$ cat src/rtl/btn_debounce_if.sv
// Switch-conditioning bundle: raw pins and flag clears in, clean levels, edge pulses and sticky flags out.
interface btn_debounce_if #(
    parameter int N = 4
);
    logic [N-1:0] sw_in;
    logic [N-1:0] ev_clr;
    logic [N-1:0] sw_out;
    logic [N-1:0] rise;
    logic [N-1:0] fall;
    logic [N-1:0] ev_flags;

    // Plain level signals, no valid/ready: the board side (master) drives pins and clears,
    // the debouncer (slave) drives conditioned levels, one-cycle pulses and sticky flags.
    modport master (
        output sw_in, ev_clr,
        input  sw_out, rise, fall, ev_flags
    );

    modport slave (
        input  sw_in, ev_clr,
        output sw_out, rise, fall, ev_flags
    );
endinterface

$ cat src/rtl/btn_debounce.sv
// N-channel switch debouncer: 2-flop synchroniser, per-channel stability counter,
// registered rise/fall pulses and sticky press flags with synchronous clear.
module btn_debounce #(
    parameter int           N         = 4,
    parameter int           DB_CYCLES = 50000,
    parameter logic [N-1:0] INIT      = '0
) (
    input  logic             clk,
    input  logic             rst_n,
    btn_debounce_if.slave    bus
);
    localparam int            CW      = (DB_CYCLES > 1) ? $clog2(DB_CYCLES) : 1;
    localparam logic [CW-1:0] CNT_MAX = CW'(DB_CYCLES - 1);

    logic [N-1:0]  s1;
    logic [N-1:0]  s2;
    logic [N-1:0]  level;
    logic [N-1:0]  rise_q;
    logic [N-1:0]  fall_q;
    logic [N-1:0]  flags_q;
    logic [CW-1:0] cnt [N];

    always_ff @(posedge clk or negedge rst_n) begin
        if (!rst_n) begin
            s1      <= INIT;
            s2      <= INIT;
            level   <= INIT;
            rise_q  <= '0;
            fall_q  <= '0;
            flags_q <= '0;
            for (int i = 0; i < N; i++) begin
                cnt[i] <= '0;
            end
        end else begin
            s1     <= bus.sw_in;
            s2     <= s1;
            rise_q <= '0;
            fall_q <= '0;
            // A pending rise sets the flag even if a clear arrives in the same cycle.
            flags_q <= rise_q | (flags_q & ~bus.ev_clr);
            for (int i = 0; i < N; i++) begin
                if (s2[i] == level[i]) begin
                    cnt[i] <= '0;
                end else if (cnt[i] < CNT_MAX) begin
                    cnt[i] <= cnt[i] + CW'(1);
                end else begin
                    level[i]  <= s2[i];
                    cnt[i]    <= '0;
                    rise_q[i] <= s2[i];
                    fall_q[i] <= ~s2[i];
                end
            end
        end
    end

    assign bus.sw_out   = level;
    assign bus.rise     = rise_q;
    assign bus.fall     = fall_q;
    assign bus.ev_flags = flags_q;
endmodule

$ cat src/flat_wrapper.sv
// flat-port wrapper written by rule: the top's interface ports become plain ports
module btn_debounce_flat 
#(
    parameter int           N         = 4,
    parameter int           DB_CYCLES = 50000,
    parameter logic [N-1:0] INIT      = '0
)
  (clk, rst_n, bus_sw_in, bus_ev_clr, bus_sw_out, bus_rise, bus_fall, bus_ev_flags);
  btn_debounce_if #(.N(N)) bus_i ();
  input  logic clk;
  input  logic rst_n;
  input wire logic [$bits(bus_i.sw_in)-1:0] bus_sw_in;
  input wire logic [$bits(bus_i.ev_clr)-1:0] bus_ev_clr;
  output wire logic [$bits(bus_i.sw_out)-1:0] bus_sw_out;
  output wire logic [$bits(bus_i.rise)-1:0] bus_rise;
  output wire logic [$bits(bus_i.fall)-1:0] bus_fall;
  output wire logic [$bits(bus_i.ev_flags)-1:0] bus_ev_flags;
  assign bus_i.sw_in = bus_sw_in;
  assign bus_i.ev_clr = bus_ev_clr;
  assign bus_sw_out = bus_i.sw_out;
  assign bus_rise = bus_i.rise;
  assign bus_fall = bus_i.fall;
  assign bus_ev_flags = bus_i.ev_flags;
  btn_debounce #(.N(N), .DB_CYCLES(DB_CYCLES), .INIT(INIT)) u_core (.clk(clk), .rst_n(rst_n), .bus(bus_i));
endmodule
$ cat config.mk
export PLATFORM = sky130hd
export DESIGN_NAME = btn_debounce_flat
export DESIGN_NICKNAME = d
export VERILOG_FILES = /design/src/rtl/btn_debounce_if.sv /design/src/rtl/btn_debounce.sv /design/src/flat_wrapper.sv
export SDC_FILE = /design/constraint.sdc
export NUM_CORES = 1
export LEC_CHECK = 0
export CORE_MARGIN = 5
export CORE_UTILIZATION = 30
export CTS_BUF_LIST = sky130_fd_sc_hd__clkbuf_8
export DETAILED_ROUTE_END_ITERATION = 12
export PLACE_DENSITY = 0.55
export SLEW_MARGIN = 25
export SYNTH_ARGS = -nofsm -noshare
export SYNTH_HDL_FRONTEND = slang
export SYNTH_SLANG_ARGS = --single-unit
$ cat constraint.sdc
create_clock -name clk -period 1.6 [get_ports clk]
set_input_delay 0.16 -clock clk [delete_from_list [all_inputs] [get_ports clk]]
set_output_delay 0.16 -clock clk [all_outputs]
set_load 0.1 [all_outputs]
After elaboration in Yosys (flattened, before gate mapping)

Index checks and enable logic that the tools add are counted.

Output and inout bits: 16
Input bits: 10
Logic and storage cells: 68
Register bits: 88

Equal/unequal tests: 4
Bitwise logic cells: 15
Magnitude comparators: 4
Muxes and demuxes: 24
Add/sub/neg operators: 4
Reductions and logical operators: 4

Operators by type and width:

| kind                    | count |
|---|---|
| $mux W16                | 8 |
| $add A16 B1 Y16 const B | 4 |
| $lt A16 B16 Y1 const B  | 4 |
| $mux W1                 | 16 |
| $not A1 Y1              | 12 |
| $reduce_and A2 Y1       | 4 |
| $and A4 B4 Y4           | 1 |
| $eq A1 B1 Y1            | 4 |
| $not A4 Y4              | 1 |
| $or A4 B4 Y4            | 1 |

Longest topological paths before layout

Gate-level depths: netlist of the first run.

Depth after elaboration: 3
Depth in mapped cells: 7
Mapped depth without buffers: 5

Worst setup path after synthesis of the first run

No wires, ideal clock.

Path type: reg-to-reg
Start: register u_core.level[3], in the netlist u_core.bus.sw_out[3]
End: register u_core.cnt[12] in the netlist's numbering
Required time: 1529 ps
Period minus slack after synthesis: 1932 ps
Slack: -332 ps
Path buffers: 2
Setup time: 71 ps
Cell stages (with the launch flop): 6
Arrival: 1860 ps
Cells stage by stage: dfrtp_1 > xor2_1 > or3b_1 > buf_6 > buf_6 > nor2_1

Longest elaborated chain between the ends: 2

RTL lines:

| item                             | line               | RTL |
|---|---|---|
| start: declaration               | btn_debounce.sv:17 | `logic [N-1:0] level;` |
| start signal: indexed assignment | btn_debounce.sv:47 | `level[i] <= s2[i];` |
| $eq A1 B1 Y1                     | btn_debounce.sv:42 | `if (s2[i] == level[i]) begin` |
| $mux W16                         | btn_debounce.sv:42 |  |
| end signal: indexed assignment   | btn_debounce.sv:45 | `cnt[i] <= cnt[i] + CW'(1);` |
| end: declaration                 | btn_debounce.sv:21 | `logic [CW-1:0] cnt [N];` |

Every way passes these cells.
A chain may end at the register's enable or synchronous reset.

Worst setup path in the final report of the first run

Start: register u_core.cnt[28] in the netlist's numbering
End: register u_core.cnt[26] in the netlist's numbering

Longest elaborated chain between the ends: 3

RTL lines:

| item           | line               | RTL |
|---|---|---|
| $lt A16 B16 Y1 | btn_debounce.sv:44 | `end else if (cnt[i] < CNT_MAX) begin` |
| $mux W16       | btn_debounce.sv:44 |  |
| $mux W16       | btn_debounce.sv:42 |  |

Every way passes these cells.

==> results of run 1 <==
area by class of cell:
cell class | instances | area, sq um | share of cell area, %
flip-flops and latches | 88 | 2220 | 41.2
multi-input cells | 258 | 1860 | 34.5
repair buffers | 71 | 807 | 15.0
well taps | 172 | 215 | 3.99
clock buffers | 9 | 124 | 2.30
clock inverters | 7 | 103 | 1.90
inverters | 16 | 60.1 | 1.11
routing by layer:
layer / global-route usage (%) / vias to the layer above / wire length, um
met5: 0 / - / 0
met1: 14.2 / 1374 / 3690
met2: 15.7 / 28 / 3610
li1: - / 1393 / -
met3: 2.06 / 11 / 191
met4: 4.96 / 0 / 159
metrics by stage:
step	utilization, %	total power, mW	cell area (sq um)
4_1_cts	39.9	4.27	5070
3_3_place_gp	37.9	2.51	4820
2_1_floorplan	-	2.41	3970
3_5_place_dp	37.9	2.51	4820
5_1_grt	42.3	4.40	5390
6_report	42.3	4.22	5390
kinds of logic (layout without fill, tap and decap cells):
family                     after synthesis  count (layout)  synth area share, %
and+or+nand+nor                        182             182                 22.4
DFF                                     88              88                 56.1
xor gates and xnor gates                56              56                 12.5
buffers and inverters                   24             103                 3.67
AOI/OAI and AO/OA                       12              12                 2.90
adders and majority gates                4               4                 1.28
muxes                                    4               4                 1.15
cells in the mapped netlist:
library cell   n  share of area (%)
buf_2          1               0.13
dfrtp_1       88                 56
a21oi_1        1               0.13
mux2_2         3               0.86
xor2_1         8                1.8
nand2_1       14                1.3
inv_1         16                1.5
a31oi_1        3               0.48
a2111oi_2      4                1.5
nand3_2        4                1.0
nor3b_1        8                1.5
nand3_1       12                1.5
nor4_1        15                2.4
a21o_1         4               0.77
nor2_1        88                8.4
and3_1         4               0.64
or3b_1         4               0.89
nor3_1        19                2.4
mux2_1         1               0.29
nand4_1       14                2.2
buf_6          7                2.0
xnor2_1       48                 11
ha_1           4                1.3
final timing paths:
kind,end,slack (ns),cells past startpoint,from
max reg2reg,u_core.cnt[26]$_DFF_PN0_,0.03,5,u_core.cnt[28]$_DFF_PN0_
min reg2reg,u_core.s2[1]$_DFF_PN0_,0.35,0,u_core.s1[1]$_DFF_PN0_
max in group asynchronous,u_core.cnt[37]$_DFF_PN0_,0.76,3,rst_n
min,u_core.s1[3]$_DFF_PN0_,0.23,1,bus_sw_in[3]
min in group asynchronous,u_core.cnt[14]$_DFF_PN0_,0.29,2,rst_n
max,u_core.cnt[26]$_DFF_PN0_,0.03,5,u_core.cnt[28]$_DFF_PN0_
power breakdown:
part | switching (mW) | internal [mW]
registers | 0.0372 | 2.26
clock network | 0.830 | 0.896
logic | 0.105 | 0.101
total | 0.972 | 3.25
flip-flops by register name (all words and copies together), names as in the netlist:
signal / cells
u_core.bus.sw_out: 4
u_core.bus.fall: 4
u_core.bus.ev_flags: 4
u_core.cnt: 64
u_core.s1: 4
u_core.s2: 4
u_core.bus.rise: 4
worst register-to-register path, stage by stage (launching register included):
cell and delay, ns:
dfrtp_1 0.43, nor4_4 0.33, nor2_2 0.09, or3b_4 0.42
buf_6 0.15, nor2_1 0.10
repair_timing:
action,CTS,global route
hold buffers,1,0
setup endpoints to repair,21,68
pin swaps,0,9
hold endpoints to repair,32,0
buffers inserted,1,6
gates resized for setup,2,61
==> metrics.md, run 1 <==
| Metric | Value |
|---|---|
| Status | finished clean |
| Worst setup SP type | register |
| IO Port Bufs | 25 |
| Clock skew | 0.0129 ns |
| Non-filler cells, final | 621 |
| Max_cap viols | 0 |
| Seq/Total Area, Yosys | 56.1% |
| Syn Area/Cell | 10.6 sq um |
| Final-report max-slew violation count | 0 |
| Core footprint | 0.0127 sq mm |
| Vias | 2,806 |
| CP max FO | 9 |
| Area of the mapped netlist | 0.00393 sq mm |
| HP Class | input pin to register |
| Synth Net Count | 384 |
| CTS sink count | 88 |
| Hpwl dp | 5190 um |
| Num CTS Buffers | 9 |
| Power Density | 784 mW/mm^2 |
| Commonest non-fill, non-tap cells in the layout | 80 x dfrtp_1, 64 x nor2_1, 48 x xnor2_1 |
| Initial core utilization | 30.9% |
| Worst path max stage delay | 0.43 ns |
| Crit-path cells | nor4_4, nor2_2, or3b_4, buf_6, nor2_1 |
| Drt wl/cell | 12.3 um |
| Ant. Diodes | 0 |
| TritonCTS clock tree | built |
| Minimum clock period | 1.57 ns |
| Worst path required time | 1.89 ns |
| Synth unique cells | 23 |
| Pin count of the biggest net entering global routing | 35 |
| GRT Util Overall | 10.4% |
| Clk_lat worst skew | 0.36 ns |
| Setup TNS | 0 ns |
| Delay-heaviest family, CP | simple AND/OR/NAND/NOR gates |
| Routed Antenna Nets | 0 |
| F_max | 636 MHz |
| Slew at the pin with the worst max-slew slack | 0.463 ns |
| Die width | 124 um |
| Global-route wire length before repair | 13,400 um |
| CTS H-tree depth | 3 |
| DR iter-0 viols | 137 |
| Lkg Pwr | 2.15 nW |
| DRT Wirelength | 7660 um |
| Initial antenna violation count | 0 |
| Vias in the first global route | 2,913 |
| Buf/Inv on CP | 1 |
| Syn Inst Count | 370 |
| Num rows | 41 |
| Period utilization | 98.3% |
| CTS Buffer Depth | 2 |
| CP endpoint kind | register |
| Nets@finish | 458 |
| Setup violators final | 0 |
| Yosys reg bits | 88 |
| Crit-path slowest cell | dfrtp_1 |
| Fin Hold WS | 0.226 ns |
| Final WS setup | 0.0265 ns |
| Max-slew headroom | 69.1% |
| Worst Path Arrival | 1.86 ns |
| Dpl cells | 597 |
| DRC errors left | 0 |
| Fill count | 1,259 |
| Height of the die | 124 um |
| Share of cells above drive strength 1 | 31.4% |
| First-pass DRT Iterations | 4 |
| RSZ-0062 raised after global routing | true |
| Boundary Pins | 26 |
| DP Worst Slack | -0.0150 ns |
| Remaining Overflow, GRT | 0 |
| Most common cell after layout, fill and taps aside | dfrtp_1 |
| Final hold violation count | 0 |
| Reg clk slew, reported paths | 0.10 ns |
| Via-to-Cell Ratio | 4.52 |
| Clock root buffer | clkbuf_8 |
| Max VDD drop | 0.305 mV |
| Syn. warnings | 0 |
| Synth-to-layout area growth | 37.3% |
| GP Congestion | 0.786 |
| Kind of critical path | register to register |
| Die ar. | 0.0155 sq mm |
Power figures use the tool's default switching activity.
==> inputs of run 2 (changes only) <==
--- a/config.mk
+++ b/config.mk
@@ -5,6 +5,7 @@
 export SDC_FILE = /design/constraint.sdc
 export NUM_CORES = 1
 export LEC_CHECK = 0
+export ABC_AREA = 0
 export CORE_MARGIN = 5
 export CORE_UTILIZATION = 30
 export CTS_BUF_LIST = sky130_fd_sc_hd__clkbuf_8
==> results of run 2 <==
The final DEF is identical to that of run 1; final timing and power are the same.
==> inputs of run 3 (changes only) <==
--- a/config.mk
+++ b/config.mk
@@ -10,7 +10,8 @@
 export CORE_UTILIZATION = 30
 export CTS_BUF_LIST = sky130_fd_sc_hd__clkbuf_8
 export DETAILED_ROUTE_END_ITERATION = 12
-export PLACE_DENSITY = 0.55
+export DONT_BUFFER_PORTS = 1
+export PLACE_DENSITY = 0.52
 export SLEW_MARGIN = 25
 export SYNTH_ARGS = -nofsm -noshare
 export SYNTH_HDL_FRONTEND = slang
==> run 3 against run 2 <==
The run now ends with hold timing left; register-to-register slack better by 0.02 ns; cell area is 5.4% lower; die area stayed put; sequential share of layout area is 2.3 points higher; worst hold slack worse by 0.74 ns; sequential power hardly changed; largest cell class unchanged; largest power group unchanged; highest routed layer unchanged.
==> metrics.md, run 3 (same netlist as run 1, synthesis figures left out) <==
| Metric | Value |
|---|---|
| Status | finished with violations (was finished clean) |
| Violated checks | hold timing |
| Fin Hold WS | -0.515 ns (was 0.226 ns) |
| Minimum clock period | 1.56 ns (was 1.57 ns) |
| F_max | 642 MHz (was 636 MHz) |
| CTS sink count | 88 (unchanged) |
| Most common cell after layout, fill and taps aside | dfrtp_1 (unchanged) |
| RSZ-0062 raised after global routing | true (unchanged) |
| Max_cap viols | 0 (unchanged) |
| Clk_lat worst skew | 0.36 ns (about the same) |
| Register area | 0.00222 sq mm (about the same) |
| Area of the multi-input gates | 0.00180 sq mm (was 0.00186 sq mm) |
| HP Class | input pin to asynchronous set/reset pin (was input pin to register) |
| Fill count | 1,266 (was 1,259) |
| Delay-heaviest family, CP | simple AND/OR/NAND/NOR gates (unchanged) |
| Boundary Pins | 26 (unchanged) |
| TritonCTS clock tree | built (unchanged) |
| Initial core utilization | 30.9% (unchanged) |
| Remaining Overflow, GRT | 0 (unchanged) |
| CP max FO | 8 (was 9) |
| Lkg Pwr | 2.10 nW (was 2.15 nW) |
| Reg clk slew, reported paths | 0.09 ns (was 0.10 ns) |
| CTS H-tree depth | 3 (unchanged) |
| Final WS setup | 0.0419 ns (was 0.0265 ns) |
| Setup violators final | 0 (unchanged) |
| Top reg by flops | u_core.cnt (unchanged) |
| Share of cells above drive strength 1 | 30.2% (was 31.4%) |
| First-pass DRT Iterations | 4 (unchanged) |
| CTS Hold Bufs | 7 (was 1) |
| Clock root buffer | clkbuf_8 (unchanged) |
| Pin count of the biggest net entering global routing | 89 (was 35) |
| Power Density | 812 mW/mm^2 (was 784 mW/mm^2) |
| Final hold violation count | 89 (was 0) |
| Core footprint | 0.0127 sq mm (unchanged) |
| DRC errors left | 0 (unchanged) |
| Worst path max stage delay | 0.40 ns (was 0.43 ns) |
| Kind of critical path | register to register (unchanged) |
| Worst Path Arrival | 1.86 ns (about the same) |
| Period utilization | 97.4% (was 98.3%) |
| DP Worst Slack | -0.0248 ns (was -0.0150 ns) |
| Max-slew headroom | 68.9% (was 69.1%) |
| Final design utilization | 40.1% (was 42.3%) |
| Drt wl/cell | 12.3 um (about the same) |
| Worst setup SP type | register (unchanged) |
| Max reg flops | 64 (unchanged) |
| Die width | 124 um (unchanged) |
| Nets@finish | 459 (was 458) |
| Height of the die | 124 um (unchanged) |
| Final-report max-slew violation count | 0 (unchanged) |
| GRT Util Overall | 10.0% (was 10.4%) |
| Num rows | 41 (unchanged) |
| Vias | 2,803 (was 2,806) |
| Initial antenna violation count | 0 (unchanged) |
| CP endpoint kind | register (unchanged) |
| Via-to-Cell Ratio | 4.51 (was 4.52) |
| Global-route wire length before repair | 12,900 um (was 13,400 um) |
| Crit-path cells | nor4_2, nor2_1, or3b_1, buf_4, nor2_1 (was nor4_4, nor2_2, or3b_4, buf_6, nor2_1) |
| CTS Buffer Depth | 2 (unchanged) |
| DR iter-0 viols | 145 (was 137) |
| Worst path required time | 1.90 ns (was 1.89 ns) |
| DRT Wirelength | 7630 um (was 7660 um) |
| IO Port Bufs | 0 (was 25) |
| Slew at the pin with the worst max-slew slack | 0.463 ns (about the same) |
| Synth-to-layout area growth | 29.9% (was 37.3%) |
| CP most frequent cell | nor2_1 |
| Total power draw | 4.14 mW (was 4.22 mW) |
| Max VDD drop | 0.588 mV (was 0.305 mV) |
| Routed Antenna Nets | 0 (unchanged) |
| Ant. Diodes | 0 (unchanged) |
| Clock skew | 0.0108 ns (was 0.0129 ns) |
| Commonest non-fill, non-tap cells in the layout | 83 x dfrtp_1, 68 x nor2_1, 60 x buf_4 (was 80 x dfrtp_1, 64 x nor2_1, 48 x xnor2_1) |
| Die ar. | 0.0155 sq mm (unchanged) |
| Num CTS Buffers | 9 (unchanged) |
| Buf/Inv on CP | 1 (unchanged) |
| Setup TNS | 0 ns (unchanged) |
| Crit-path slowest cell | dfrtp_1 (unchanged) |
| Vias in the first global route | 2,807 (was 2,913) |
| Reg2reg setup slack | 0.04 ns (was 0.03 ns) |
| Hpwl dp | 5200 um (was 5190 um) |
| GP Congestion | 0.807 (was 0.786) |
## run 3: cell type report
class	count	share of cell area (%)
clock buffer	10	2.70
clock inverter	6	1.67
sequential	88	43.5
timing repair buffer	72	11.3
multi-input combinational	258	35.4
inverter	16	1.18
tap	172	4.22
## run 3: metrics by stage
| step | std cells | instance area, sq um |
|---|---|---|
| after floorplan | 370 | 3970 |
| after global placement | 590 | 4520 |
| after detailed placement | 590 | 4520 |
| after CTS | 613 | 4840 |
| after global routing | 622 | 5100 |
| final | 622 | 5100 |
## run 3: routing by layer
metal	vias up	track usage [%]	share of wire, %
met5	-	0	0
met4	0	3.68	1.2
met3	8	3.13	4.1
met2	42	16.0	48
met1	1362	12.8	47
li1	1391	-	-
## run 3: worst reg2reg max path, stage by stage, from the launching register on
cell and delay [ns]:
dfrtp_1 0.40, nor4_2 0.31, nor2_1 0.12, or3b_1 0.38, buf_4 0.18, nor2_1 0.11
## run 3: final timing paths
kind | endpoint | start | cells past startpoint
max | u_core.cnt[25]$_DFF_PN0_ | u_core.cnt[27]$_DFF_PN0_ | 5
min | u_core.cnt[57]$_DFF_PN0_ | rst_n | 0
max reg2reg | u_core.cnt[25]$_DFF_PN0_ | u_core.cnt[27]$_DFF_PN0_ | 5
min reg2reg | u_core.s2[2]$_DFF_PN0_ | u_core.s1[2]$_DFF_PN0_ | 0
max in group asynchronous | u_core.bus.sw_out[1]$_DFFE_PN0P_ | rst_n | 0
min in group clk | u_core.bus.ev_flags[2]$_DFF_PN0_ | bus_ev_clr[2] | 2
## run 3: power by group
group / internal [mW] / switching [mW]
sequential: 2.26 / 0.0297
combinational: 0.0819 / 0.0629
clock: 0.917 / 0.793
## run 3: timing repair
| item | 4_1_cts | 5_1_grt |
|---|---|---|
| endpoints found under the setup margin | 19 | 62 |
| gates resized for setup | 5 | 45 |
| buffers inserted | 0 | 9 |
| gates cloned | 0 | 0 |
| pin swaps | 0 | 13 |
| endpoints found under the hold margin | 95 | 88 |
